$ cat config.mk
export PLATFORM = sky130hd
export DESIGN_NAME = dpmem_fifo_ctrl_flat
export DESIGN_NICKNAME = d
export VERILOG_FILES = /design/src/rtl/dpmem_fifo_ctrl_if.sv /design/src/rtl/dpmem_fifo_ctrl.sv /design/src/flat_wrapper.sv
export SDC_FILE = /design/constraint.sdc
export NUM_CORES = 1
export LEC_CHECK = 0
export ABC_AREA = 1
export BUFFER_PORTS_ARGS = -buffer_cell sky130_fd_sc_hd__buf_4
export CAP_MARGIN = 20
export CORE_ASPECT_RATIO = 1.1
export CORE_MARGIN = 1
export CORE_UTILIZATION = 57
export CTS_CLUSTER_DIAMETER = 50
export DETAILED_ROUTE_END_ITERATION = 7
export PLACE_DENSITY_LB_ADDON = 0.25
export SETUP_SLACK_MARGIN = 0.5
export SYNTH_ARGS = -nofsm -noshare
export SYNTH_HDL_FRONTEND = slang
export SYNTH_SLANG_ARGS = --single-unit
$ cat constraint.sdc
create_clock -name clk -period 8 [get_ports clk]
set_clock_uncertainty 0.1 [all_clocks]
set_input_delay 0.8 -clock clk [delete_from_list [all_inputs] [get_ports clk]]
set_output_delay 0.8 -clock clk [all_outputs]
set_load 0.005 [all_outputs]
$ cat src/rtl/dpmem_fifo_ctrl_if.sv
// Producer/consumer stream bundle for dpmem_fifo_ctrl.
// slave is the controller side; master is the producer/consumer side.
interface dpmem_fifo_ctrl_if #(
    parameter int WIDTH = 32
);
    logic             wr_valid;
    logic             wr_ready;
    logic [WIDTH-1:0] wr_data;
    logic             rd_valid;
    logic             rd_ready;
    logic [WIDTH-1:0] rd_data;

    modport slave (
        input  wr_valid, wr_data, rd_ready,
        output wr_ready, rd_valid, rd_data
    );

    modport master (
        output wr_valid, wr_data, rd_ready,
        input  wr_ready, rd_valid, rd_data
    );
endinterface

$ cat src/rtl/dpmem_fifo_ctrl.sv
// FIFO controller for an external read-first dual-port RAM.
// Port A writes, port B reads; a small prefetch buffer hides the
// RAM read latency (1 + OUTREG) so the consumer sees a plain stream.
module dpmem_fifo_ctrl #(
    parameter int DEPTH  = 10,
    parameter int WIDTH  = 32,
    parameter int OUTREG = 0
) (
    input  logic               clk,
    input  logic               srst,
    dpmem_fifo_ctrl_if.slave   s,
    output logic [DEPTH+1:0]   level,
    output logic               mem_ena,
    output logic               mem_wea,
    output logic [DEPTH-1:0]   mem_addra,
    output logic [WIDTH-1:0]   mem_dia,
    output logic               mem_enb,
    output logic               mem_web,
    output logic [DEPTH-1:0]   mem_addrb,
    input  logic [WIDTH-1:0]   mem_dob
);

    localparam int L  = 1 + OUTREG;       // RAM read latency
    localparam int NB = L + 1;            // prefetch buffer entries
    localparam int BW = $clog2(NB);       // buffer pointer width
    localparam int CW = $clog2(NB + 1);   // buffer / in-flight count width

    logic             push, pop, issue, capture;
    logic [DEPTH-1:0] wptr, rptr;
    logic [DEPTH:0]   ram_count, ram_count_nxt;
    logic [L-1:0]     tag_pipe;
    logic [CW-1:0]    inflight;
    logic [CW:0]      occ;
    logic [WIDTH-1:0] pf_mem [NB];
    logic [BW-1:0]    head, tail, head_nxt;
    logic [CW-1:0]    buf_count, buf_count_nxt;
    logic             wr_ready_q, rd_valid_q, enb_q;
    logic [WIDTH-1:0] rd_data_q, rd_data_nxt;
    logic [DEPTH+1:0] level_nxt;

    function automatic logic [BW-1:0] inc_b(input logic [BW-1:0] p);
        return (p == BW'(NB - 1)) ? '0 : p + BW'(1);
    endfunction

    // srst gates the strobes so nothing reaches the RAM during reset
    assign push    = s.wr_valid & wr_ready_q & ~srst;
    assign pop     = rd_valid_q & s.rd_ready;
    assign capture = tag_pipe[L-1];

    assign mem_ena   = push;
    assign mem_wea   = push;
    assign mem_addra = wptr;
    assign mem_dia   = s.wr_data;
    assign mem_enb   = enb_q & ~srst;
    assign mem_web   = 1'b0;
    assign mem_addrb = rptr;

    assign s.wr_ready = wr_ready_q;
    assign s.rd_valid = rd_valid_q;
    assign s.rd_data  = rd_data_q;

    // Read issue: a slot is reserved in the buffer for every in-flight read.
    // A pop frees its slot on the same edge, so counting it keeps a
    // continuous drain free of bubbles.
    always_comb begin
        inflight = '0;
        for (int i = 0; i < L; i++) inflight = inflight + CW'(tag_pipe[i]);
        occ   = {1'b0, buf_count} + {1'b0, inflight} - (CW+1)'(pop);
        issue = (ram_count != '0) && (occ < (CW+1)'(NB));
    end

    // Next-state counts, buffer head and the registered output word
    always_comb begin
        ram_count_nxt = ram_count + (DEPTH+1)'(push) - (DEPTH+1)'(issue);
        buf_count_nxt = buf_count + CW'(capture) - CW'(pop);
        level_nxt     = level + (DEPTH+2)'(push) - (DEPTH+2)'(pop);
        head_nxt      = pop ? inc_b(head) : head;
        // Buffer drained this edge while a word lands: present the RAM data directly
        if (capture && (buf_count == CW'(pop)))
            rd_data_nxt = mem_dob;
        else
            rd_data_nxt = pf_mem[head_nxt];
    end

    // Control state: pointers, counts, tag pipe and handshake flags
    always_ff @(posedge clk) begin
        if (srst) begin
            wptr       <= '0;
            rptr       <= '0;
            ram_count  <= '0;
            tag_pipe   <= '0;
            head       <= '0;
            tail       <= '0;
            buf_count  <= '0;
            level      <= '0;
            wr_ready_q <= 1'b0;
            rd_valid_q <= 1'b0;
            enb_q      <= 1'b0;
        end else begin
            if (push)    wptr <= wptr + DEPTH'(1);
            if (issue)   rptr <= rptr + DEPTH'(1);
            if (capture) tail <= inc_b(tail);
            tag_pipe[0] <= issue;
            for (int i = 1; i < L; i++) tag_pipe[i] <= tag_pipe[i-1];
            ram_count  <= ram_count_nxt;
            buf_count  <= buf_count_nxt;
            head       <= head_nxt;
            level      <= level_nxt;
            // ram_count never exceeds 2**DEPTH, so its MSB alone flags full
            wr_ready_q <= ~ram_count_nxt[DEPTH];
            rd_valid_q <= (buf_count_nxt != '0);
            enb_q      <= 1'b1;
        end
    end

    // Prefetch storage and output data register (no reset: qualified by valids)
    always_ff @(posedge clk) begin
        if (capture) pf_mem[tail] <= mem_dob;
        rd_data_q <= rd_data_nxt;
    end

endmodule

$ cat src/flat_wrapper.sv
// flat-port wrapper written by rule: the top's interface ports become plain ports
module dpmem_fifo_ctrl_flat 
#(
    parameter int DEPTH  = 10,
    parameter int WIDTH  = 32,
    parameter int OUTREG = 0
)
  (clk, srst, level, mem_ena, mem_wea, mem_addra, mem_dia, mem_enb, mem_web, mem_addrb, mem_dob, s_wr_valid, s_wr_data, s_rd_ready, s_wr_ready, s_rd_valid, s_rd_data);
  dpmem_fifo_ctrl_if #(.WIDTH(WIDTH)) s_i ();
  input  logic clk;
  input  logic srst;
  output logic [DEPTH+1:0] level;
  output logic mem_ena;
  output logic mem_wea;
  output logic [DEPTH-1:0] mem_addra;
  output logic [WIDTH-1:0] mem_dia;
  output logic mem_enb;
  output logic mem_web;
  output logic [DEPTH-1:0] mem_addrb;
  input  logic [WIDTH-1:0] mem_dob;
  input wire logic [$bits(s_i.wr_valid)-1:0] s_wr_valid;
  input wire logic [$bits(s_i.wr_data)-1:0] s_wr_data;
  input wire logic [$bits(s_i.rd_ready)-1:0] s_rd_ready;
  output wire logic [$bits(s_i.wr_ready)-1:0] s_wr_ready;
  output wire logic [$bits(s_i.rd_valid)-1:0] s_rd_valid;
  output wire logic [$bits(s_i.rd_data)-1:0] s_rd_data;
  assign s_i.wr_valid = s_wr_valid;
  assign s_i.wr_data = s_wr_data;
  assign s_i.rd_ready = s_rd_ready;
  assign s_wr_ready = s_i.wr_ready;
  assign s_rd_valid = s_i.rd_valid;
  assign s_rd_data = s_i.rd_data;
  dpmem_fifo_ctrl #(.DEPTH(DEPTH), .WIDTH(WIDTH), .OUTREG(OUTREG)) u_core (.clk(clk), .srst(srst), .s(s_i), .level(level), .mem_ena(mem_ena), .mem_wea(mem_wea), .mem_addra(mem_addra), .mem_dia(mem_dia), .mem_enb(mem_enb), .mem_web(mem_web), .mem_addrb(mem_addrb), .mem_dob(mem_dob));
endmodule
==> results of run 1 <==
[metrics by stage]
stage                     power (W)  utilization (%)  worst slack, ns  hold slack, ns  cells
after floorplan             0.00216                -             4.14           0.363    760
after global placement      0.00249             63.7             3.48           0.368    962
after detailed placement    0.00255             63.7             3.27           0.371    962
after CTS                   0.00334             68.8             3.68           0.386    994
after global routing        0.00359             68.8             3.26           0.422    994
final                       0.00331             68.8             3.69           0.384    994
[synth_stat cells, drive strengths merged]
cell    instances
nand2         192
nor2          115
inv            86
dfxtp          83
edfxtp         64
buf            53
a31oi          32
ha             29
a21oi          28
nand3          23
o21ai          16
nor3            9
xor2            8
o21bai          4
fa              3
nand4           3
nor3b           3
a21o            2
or2             2
and3            1
conb            1
nand3b          1
o21a            1
xnor2           1
[final timing paths]
| kind | endpoint | slack, ns | depth (start not counted) |
|---|---|---|---|
| worst min-delay path | u_core.mem_addra[2]$_SDFFE_PP0P_ | 0.38 | 2 |
| worst max register to register | u_core.s.wr_ready$_SDFF_PP0_ | 3.73 | 24 |
| worst min register to register | u_core.mem_addra[2]$_SDFFE_PP0P_ | 0.38 | 2 |
| worst max-delay path | u_core.s.wr_ready$_SDFF_PP0_ | 3.69 | 25 |
[critical path: cells and delay by family]
family | cells | cell delay [ns]
buf+inv | 7 | 0.82
simple gates | 12 | 1.22
fa+ha+maj | 5 | 1.51
xor+xnor | 1 | 0.17
[sequential cells by signal, summed over array words and instances (netlist names), 2 cells and up]
signal            cells
u_core.ram_count     11
u_core.pf_mem        64
u_core.mem_addra     10
u_core.buf_count      2
u_core.level         12
u_core.mem_addrb     10
u_core.s.rd_data     32
[kinds of logic (layout without fill, tap and decap cells)]
| kind of cell | after synthesis | after routing | share of synthesized area [%] |
|---|---|---|---|
| fa+ha+maj | 32 | 32 | 6.28 |
| other cells | 1 | 1 | 0.0557 |
| simple gates | 349 | 349 | 21.6 |
| xor+xnor | 9 | 9 | 1.17 |
| flops | 147 | 147 | 53.2 |
| compound gates | 83 | 83 | 7.02 |
| buf+inv | 139 | 223 | 10.7 |
[power by group through the flow]
stage / sequential, W / clock, W / combinational (W)
finish: 0.00113 / 0.000773 / 0.00141
global route: 0.00116 / 0.000817 / 0.00161
CTS: 0.00114 / 0.000784 / 0.00142
detailed placement: 0.00115 / 0 / 0.00140
global placement: 0.00114 / 0 / 0.00134
floorplan: 0.00114 / 0 / 0.00102
[metal layers]
metal / global-route usage (%) / wire length, µm
met1: 26.2 / 5570
met2: 38.8 / 6760
met3: 5.91 / 714
met4: 11.2 / 255
met5: 0 / 0
[layout make-up]
cell class / count / area [µm²]
repair buffers: 105 / 788
fillers: 918 / 3580
inverters: 86 / 323
clock inverters: 10 / 96.3
flip-flops and latches: 147 / 3580
clock buffers: 22 / 487
well taps: 150 / 188
multi-input cells: 474 / 2440
==> results.md, run 1 <==
* Gr ovfl total at 0
* Fin crit share at 53.8%
* Worst skew pair latency at around 0.42 ns
* Die X at between 100 and 150 µm
* Detailed Route Iter0 Violations at 307
* Setup TNS Final at 0 ns
* Sequential Power Share at 34.2%
* Post-Syn Instances at 760
* Root Driver: clkbuf_16
* Clock buffer depth at 2
* Yosys warns at 0
* Hold Crit Class: reg -> reg
* # diodes at 0
* Design internal power at approximately 0.0021 W
* RSZ-0062 raised after global routing: false
* Number of remaining DRC errors at 0
* All-Layer GR Usage at a little under a quarter
* Peak VDD IR at ~0.22 mV
* Worst-path clk slew at ~0.06 ns
* Largest net degree at the start of global routing at 65
* Area post-placement at roughly 0.0073 mm²
* CTS Sinks at approximately 150
* Routed WL per cell at 13.4 µm
* H-tree depth at 4
* # port buffers at about 100
* TritonCTS Buffers at 17
* Design area at about 0.008 mm²
* Hold Vio Cnt, Final at 0
* Layout area overhead at 17.4%
* Dpl hpwl at between 8000 and 9000 µm
* Highest Clock Rate at 232 MHz
* Worst flop-to-flop path startpoint: u_core.capture$_SDFF_PP0_
* Register area share after synthesis at a little over half
* Count of final max-slew check failures at 0
* Mapped Avg Cell Area at 8.87 µm²
* Number of global-route vias before repair at approximately 4800
* Most used cell, CP: nand2_1
* Sw Share at about 38%
* NetSw at around 0.0013 W
* Area of the core at 0.0115 mm²
* Initial antenna violation count at 0
* First-pass GRT wire length at 21500 µm
* Post-synth top area share at approximately 29%
* CP peak stage delay at roughly 0.53 ns
* Max Cap Viol at 0
* TritonCTS clock tree: built
* CP startpoint: s_rd_ready
* Post-Syn Area at just under 0.007 mm²
* Crit path DAT at between 4 and 5 ns
* Post-cts resize count at 0
* Required @ worst endpoint at ~8.2 ns
* Final nets at ~930
* Slew HR at between 30% and 40%
* Area leader, netlist: edfxtp_1
* CP Capture Type: register
* Post-route minimum period at between 4 and 5 ns
* Starting Density at approximately three fifths
* Die H at about 120 µm
* Most common cell after layout, fill and taps aside: nand2_1
* Die footprint at 0.0123 mm²
* Vias at 5125
* P_leak at ~3.5 nW
* Yosys reg bits at between 100 and 150
* Power share of the combinational group at between 40% and 50%
* Io pins at 170
* Measured slew at the worst slew-check pin at about 0.94 ns
* Syn_nets at 860
* Critical hold path startpoint: u_core.mem_addra[2]$_SDFFE_PP0P_
* Cts hold-fix bufs at 0
* Commonest cells after routing, fill and taps aside: nand2_1 (180), nor2_1 (112), buf_4 (105), inv_1 (83), dfxtp_1 (83)
* PD cells at ~420 mW/mm²
* Netlist cell types at 36
* Status: finished clean
* Row cnt at a little over 40
* Gpl congestion at 0.871
* Layout cells sized above 1 at 18.2%
* Clk pwr share at 23.3%
* Synth area leaders: edfxtp_1 (29%), dfxtp_1 (25%), nand2_1 (10%)
* Drt total wl at 13300 µm
* CP Max Fanout at 12
* Antenna Violating Nets Remaining at 0
* DR vias/cell at a little over 5
* Final setup fails at 0
* Drt first pass iters at 5
* Crit Path Class: in -> reg
* Total setup buffers inserted after CTS at 0
* Startpoint types: primary input
* Critical-path top delay cell: fa_1
Note: power is estimated with default switching activity, not from simulation.
==> run 2, diff against run 1 <==
--- a/config.mk
+++ b/config.mk
@@ -5,12 +5,12 @@
 export SDC_FILE = /design/constraint.sdc
 export NUM_CORES = 1
 export LEC_CHECK = 0
-export ABC_AREA = 1
+export ABC_AREA = 0
 export BUFFER_PORTS_ARGS = -buffer_cell sky130_fd_sc_hd__buf_4
 export CAP_MARGIN = 20
 export CORE_ASPECT_RATIO = 1.1
 export CORE_MARGIN = 1
-export CORE_UTILIZATION = 57
+export CORE_UTILIZATION = 48
 export CTS_CLUSTER_DIAMETER = 50
 export DETAILED_ROUTE_END_ITERATION = 7
 export PLACE_DENSITY_LB_ADDON = 0.25
==> constraint.sdc (replaced) <==
create_clock -name clk -period 3.87 [get_ports clk]
set_clock_uncertainty 0.1 [all_clocks]
set_input_delay 0.387 -clock clk [delete_from_list [all_inputs] [get_ports clk]]
set_output_delay 0.387 -clock clk [all_outputs]
set_load 0.005 [all_outputs]
==> run 2 against run 1 <==
First-iteration DRC count down 5.2%. Sequential share of layout area down 0.32 points. Die area up 13%. Clock-buffer cell count unchanged. Synthesized area down 4.5%. Critical path depth down 9. Synthesized cell count down 24%. Hold slack worse by 0.32 ns. Cell area up 0.85%. Combinational power up 130%. Wire length down 7.2%. Non-clock buffer count up 12.
==> results.md, run 2 <==
* Yosys reg bits at ~150
* PD cells at ~910 mW/mm²
* TritonCTS Buffers at 17
* Main synth FF type: dfxtp_1
* Max Cap Viol at 0
* Gpl congestion at ~0.77
* RSZ-0062 raised after global routing: true
* Hold Vio Cnt, Final at 0
* Root Driver: clkbuf_16
* Post-Syn Area at 0.00644 mm²
* Main combinational cell family by area after synthesis: simple AND/OR/NAND/NOR gates
* Post-synthesis xor/xnor area fraction at under 10%
* Crit path DAT at between 3 and 4 ns
* Gr ovfl total at 0
* Worst skew pair latency at 0.41 ns
* Worst-path clk slew at 0.06 ns
* Top-count cell post-synth: dfxtp_1
* Count of final max-slew check failures at 0
* P_leak at between 3 and 4 nW
* Vias at 4364
* Critical-path top delay cell: fa_2
* Crit Path Class: reg -> reg
* Cell chain of the critical path: nand2_8, xnor2_2, ha_2, inv_2, fa_2, o311a_4, ha_4, inv_4, ha_4, inv_2, fa_2, nor2b_2, o311a_4, o31ai_4, a2111o_1, nand3_1
* Drt total wl at around 12000 µm
* Peak VDD IR at slightly below 0.4 mV
* Final nets at approximately 760
* # diodes at 0
* Layout area overhead at 23.9%
* Status: finished clean
* Synth Area in Compound Gates at 8.44%
* Die footprint at approximately 0.014 mm²
* Fin crit share at 86.4%
* CP bufs+invs at 3
* Top cells by count, synth: dfxtp_1 (83), edfxtp_1 (64), nand2_1 (55)
* Post-Syn Instances at 579
* Measured slew at the worst slew-check pin at around 0.96 ns
* Die H at around 120 µm
* Adder and majority cell fraction of the synthesized area at about 6.6%
* Netlist cell types at 58
* CP Max Fanout at 4
* Top delay family on crit path: adder cells
* Highest Clock Rate at between 200 and 300 MHz
* CP Capture Type: register
* Most common cell after layout, fill and taps aside: buf_4
* Setup TNS Final at 0 ns
* Design area at 0.00798 mm²
* Worst Slack Setup Final at between 0.5 and 0.6 ns
* Largest reg by FF count: u_core.pf_mem
* First-pass GRT wire length at a little under 20000 µm
* Layout fillers at ~1100
* Hold Crit Class: in -> reg
* Area leader, netlist: edfxtp_1
* Startpoint types: register
* Area post-placement at 0.00722 mm²
* Initial antenna violation count at 0
* Syn_nets at 679
* Die X at between 100 and 150 µm
* DR vias/cell at approximately 5.2
* Dpl hpwl at 8280 µm
* Post-route minimum period at ~3.3 ns
* Largest net degree at the start of global routing at 65
* Non-filler cells in the finished layout at between 800 and 900
* Register area share after synthesis at ~56%
* Post-synth top area share at between 20% and 30%
* H-tree depth at 4
* Number of remaining DRC errors at 0
* Required @ worst endpoint at about 4 ns
* Area of the core at 0.0132 mm²
* Number of global-route vias before repair at between 4000 and 5000
* Final setup fails at 0
* Pre-CTS setup slack at 0.145 ns
* Async SR Flop Fraction at 0%
* Detailed Route Iter0 Violations at just under 300
* CTS Sinks at around 150
* Synth area leaders: edfxtp_1 (30%), dfxtp_1 (26%), ha_1 (5.6%)
* Antenna Violating Nets Remaining at 0
* Mapped Avg Cell Area at between 10 and 15 µm²
* Cts hold-fix bufs at 0
* Synth Area in Simple Gates at 12.4%
* Commonest cells after routing, fill and taps aside: buf_4 (117), dfxtp_1 (81), edfxtp_1 (64), nand2_1 (55), o21ai_0 (39)
* Post-synthesis mux area share at under 10%
* Layout cells sized above 1 at between 20% and 30%
* CP peak stage delay at between 0.5 and 0.6 ns
* All-Layer GR Usage at a little under a fifth
* Clock buffer depth at 2
* Io pins at 170
* Number of flip-flops in the largest register at 64
* EDFF count, synth at 64
* TritonCTS clock tree: built
* Slew HR at a little over a third
* Dpl cells at about 800
* Drt first pass iters at 4
* Starting Density at 48.9%
* Row cnt at 44
* Yosys warns at 0
* Routed WL per cell at between 10 and 15 µm
* # port buffers at approximately 100
run 2: changes by cell type in the layout (fill, tap and decap cells not counted), sizes merged, moves of 28 or more:
cell and change:
a31oi -31, o21ai +28, nand2 -136, inv -56, nor2 -77, mux2i +33
run 2: layout make-up:
cell class | instances | area [µm²] | share of cell area [%]
clock buffers | 22 | 485 | 6.09
clock inverters | 10 | 121 | 1.52
inverters | 33 | 126 | 1.58
multi-input cells | 348 | 2570 | 32.3
flip-flops and latches | 147 | 3590 | 45.0
well taps | 161 | 201 | 2.53
repair buffers | 117 | 878 | 11.0
run 2: path summary, 6_finish.rpt:
check,slack (ns),cells after the start,endpoint,start
worst max-delay path,0.52,16,u_core.s.wr_ready$_SDFF_PP0_,u_core.s.rd_valid$_SDFF_PP0_
worst min-delay path,0.07,1,u_core.pf_mem[1][15]$_DFFE_PP_,mem_dob[15]
worst max register to register,0.52,16,u_core.s.wr_ready$_SDFF_PP0_,u_core.s.rd_valid$_SDFF_PP0_
worst min register to register,0.41,2,u_core.mem_addrb[5]$_SDFFE_PP0P_,u_core.mem_addrb[5]$_SDFFE_PP0P_
run 2: where the power goes:
part           internal [W]  leakage [nW]  switching [W]
logic               0.00160          1.81        0.00161
clock network       0.00103         0.285       0.000623
registers           0.00213          1.28       0.000233
total               0.00476          3.38        0.00247
run 2: kinds of logic after synthesis:
kind of cell    count (synthesis)
compound gates                 88
xor+xnor                       29
mux                            36
flops                         147
fa+ha+maj                      32
simple gates                  162
other cells                     1
buf+inv                        84
run 2: stage by stage:
step	power (W)	utilization [%]	hold slack (ns)
floorplan	0.00445	-	0.377
global placement	0.00519	54.9	0.381
detailed placement	0.00530	54.9	0.403
CTS	0.00721	60.4	0.0458
global route	0.00772	60.6	0.0521
finish	0.00722	60.6	0.0672
run 2: repair_timing:
item	CTS	global route
hold endpoints to repair	0	0
buffers inserted	5	2
pin swaps	15	4
setup endpoints to repair	6	6
resized for setup	11	3
run 2: routing by layer:
| metal | up-vias | share of wire [%] | GRT usage [%] |
|---|---|---|---|
| met1 | 2084 | 46 | 22.7 |
| li1 | 2154 | - | - |
| met4 | 0 | 1.6 | 7.08 |
| met3 | 24 | 4.9 | 5.69 |
| met5 | - | 0 | 0 |
| met2 | 102 | 48 | 29.9 |
==> run 3, diff against run 2 <==
--- a/config.mk
+++ b/config.mk
@@ -8,7 +8,6 @@
 export ABC_AREA = 0
 export BUFFER_PORTS_ARGS = -buffer_cell sky130_fd_sc_hd__buf_4
 export CAP_MARGIN = 20
-export CORE_ASPECT_RATIO = 1.1
 export CORE_MARGIN = 1
 export CORE_UTILIZATION = 48
 export CTS_CLUSTER_DIAMETER = 50
==> run 3 against run 2 <==
Hold slack worse by 0.0014 ns. Clock power down 4%. Sequential power about the same. Fmax down 1.5%. Via count up 0.76%. Clock-buffer cell count up 3. Highest routed layer unchanged. Critical path depth unchanged. Sequential cell count unchanged.
==> results.md, run 3 (same netlist as run 2, synthesis figures left out) <==
* P_leak at roughly 3.4 nW
* CTS Sinks at 147
* Required @ worst endpoint at 4.07 ns
* Worst-path clk slew at 0.06 ns
* Largest net degree at the start of global routing at 65
* Clk pwr share at ~22%
* Setup TNS Final at 0 ns
* DR vias/cell at about 5.1
* CP Capture Type: register
* Startpoint types: register
* Area of the core at 0.0128 mm²
* Dpl hpwl at about 8800 µm
* Post-route minimum period at 3.39 ns
* Pre-CTS setup slack at approximately 0.11 ns
* All-Layer GR Usage at about a fifth
* Peak VDD IR at around 0.56 mV
* Status: finished clean
* NetSw at around 0.0025 W
* CP Max Fanout at 3
* First-pass GRT wire length at approximately 21000 µm
* Die footprint at between 0.01 and 0.015 mm²
* Vias at between 4000 and 5000
* Critical-path top delay cell: fa_2
* Starting Density at ~50%
* Slew HR at between 30% and 40%
* Design area at around 0.0080 mm²
* Number of global-route vias before repair at approximately 4300
* Cell chain of the critical path: nand2_8, xnor2_2, ha_2, inv_2, fa_2, o311a_4, ha_4, inv_2, ha_4, inv_2, fa_2, nor2b_4, o311a_4, o21ba_4, o22ai_4, mux2_4
* Number of flip-flops in the largest register at between 60 and 70
* Clock buffer depth at 2
* Final setup fails at 0
* TritonCTS clock tree: built
* Worst Slack Setup Final at ~0.48 ns
* Worst reg-to-reg setup slack at ~0.48 ns
* Power share of the combinational group at 46.4%
* Highest Clock Rate at between 200 and 300 MHz
* Most used cell, CP: inv_2
* Crit Path Class: reg -> reg
* H-tree depth at 4
* Layout cells sized above 1 at 27.7%
* Final nets at ~770
* # diodes at 0
* Max Cap Viol at 0
* Largest reg by FF count: u_core.pf_mem
* Sequential Power Share at approximately a third
* Measured slew at the worst slew-check pin at around 1.0 ns
* Number of remaining DRC errors at 0
* Cts hold-fix bufs at 0
* Count of final max-slew check failures at 0
* Gpl congestion at approximately 0.84
* Hold Slack at 0.0658 ns
* TritonCTS Buffers at 17
* Fin crit share at ~88%
* Design internal power at ~0.0048 W
* Crit path DAT at between 3 and 4 ns
* Drt first pass iters at 4
* Root Driver: clkbuf_16
* Detailed Route Iter0 Violations at about 260
* PD cells at just over 900 mW/mm²
* Row cnt at just over 40
* Antenna Violating Nets Remaining at 0
* Gr ovfl total at 0
* Hold Crit Class: in -> reg
* CP peak stage delay at between 0.5 and 0.6 ns
* RSZ-0062 raised after global routing: true
* # port buffers at 104
* Area post-placement at 0.00725 mm²
* Drt total wl at 13400 µm
* Io pins at 170
* Initial antenna violation count at 0
* Hold Vio Cnt, Final at 0
* Commonest cells after routing, fill and taps aside: buf_4 (122), dfxtp_1 (81), edfxtp_1 (64), nand2_1 (55), o21ai_0 (39)
* Die H at between 100 and 150 µm
* Layout area overhead at 24.5%
* Most common cell after layout, fill and taps aside: buf_4
* Worst skew pair latency at between 0.4 and 0.5 ns
* Sw Share at 34.3%
* Die X at about 120 µm
* Routed WL per cell at about 16 µm
## run 3: worst paths after layout
kind / startpoint / end / cells past startpoint
max reg2reg: u_core.s.rd_valid$_SDFF_PP0_ / u_core.ram_count[8]$_SDFF_PP0_ / 16
min reg2reg: u_core.mem_addra[1]$_SDFFE_PP0P_ / u_core.mem_addra[1]$_SDFFE_PP0P_ / 2
min: mem_dob[7] / u_core.pf_mem[0][7]$_DFFE_PP_ / 1
max: u_core.s.rd_valid$_SDFF_PP0_ / u_core.ram_count[8]$_SDFF_PP0_ / 16
## run 3: repair_timing
| action | in CTS | in global routing |
|---|---|---|
| endpoints found under the setup margin | 6 | 7 |
| pin swaps | 15 | 7 |
| buffers inserted | 8 | 3 |
| cloned | 0 | 0 |
| gates resized for setup | 9 | 7 |
## run 3: cell type report
| type | count | area [µm²] |
|---|---|---|
| clock inverters | 7 | 71.3 |
| inverters | 33 | 126 |
| repair buffers | 122 | 916 |
| flip-flops and latches | 147 | 3590 |
| fillers | 1026 | 4810 |
| well taps | 172 | 215 |
| multi-input cells | 348 | 2580 |
| clock buffers | 25 | 515 |
## run 3: per-stage QoR
step | util, % | total power, W | std cells
after floorplan | - | 0.00445 | 579
after global placement | 56.5 | 0.00519 | 811
after detailed placement | 56.5 | 0.00534 | 811
after CTS | 62.0 | 0.00721 | 851
after global routing | 62.5 | 0.00787 | 854
final | 62.5 | 0.00737 | 854
## run 3: worst max-delay path, delay by kind of cell (launching register included)
| family | cells | cell delay, ns |
|---|---|---|
| muxes | 1 | 0.30 |
| adders and majority gates | 5 | 1.42 |
| buffers and inverters | 3 | 0.13 |
| xor gates and xnor gates | 1 | 0.13 |
| and+or+nand+nor | 2 | 0.21 |
| AOI/OAI and AO/OA | 4 | 0.63 |
| DFF | 1 | 0.37 |
## run 3: power groups by stage
stage	Sequential [W]	Clock, W	Combinational, W
floorplan	0.00237	0	0.00208
global placement	0.00238	0	0.00281
detailed placement	0.00239	0	0.00295
CTS	0.00237	0.00162	0.00323
global route	0.00241	0.00169	0.00377
finish	0.00237	0.00158	0.00342
## run 3: layer usage
layer,track usage (%),part of all wire (%),vias up
li1,-,-,2160
met1,24.4,45,2093
met2,32.5,49,121
met3,5.96,5.1,23
met4,7.13,1.2,0
met5,0,0,-
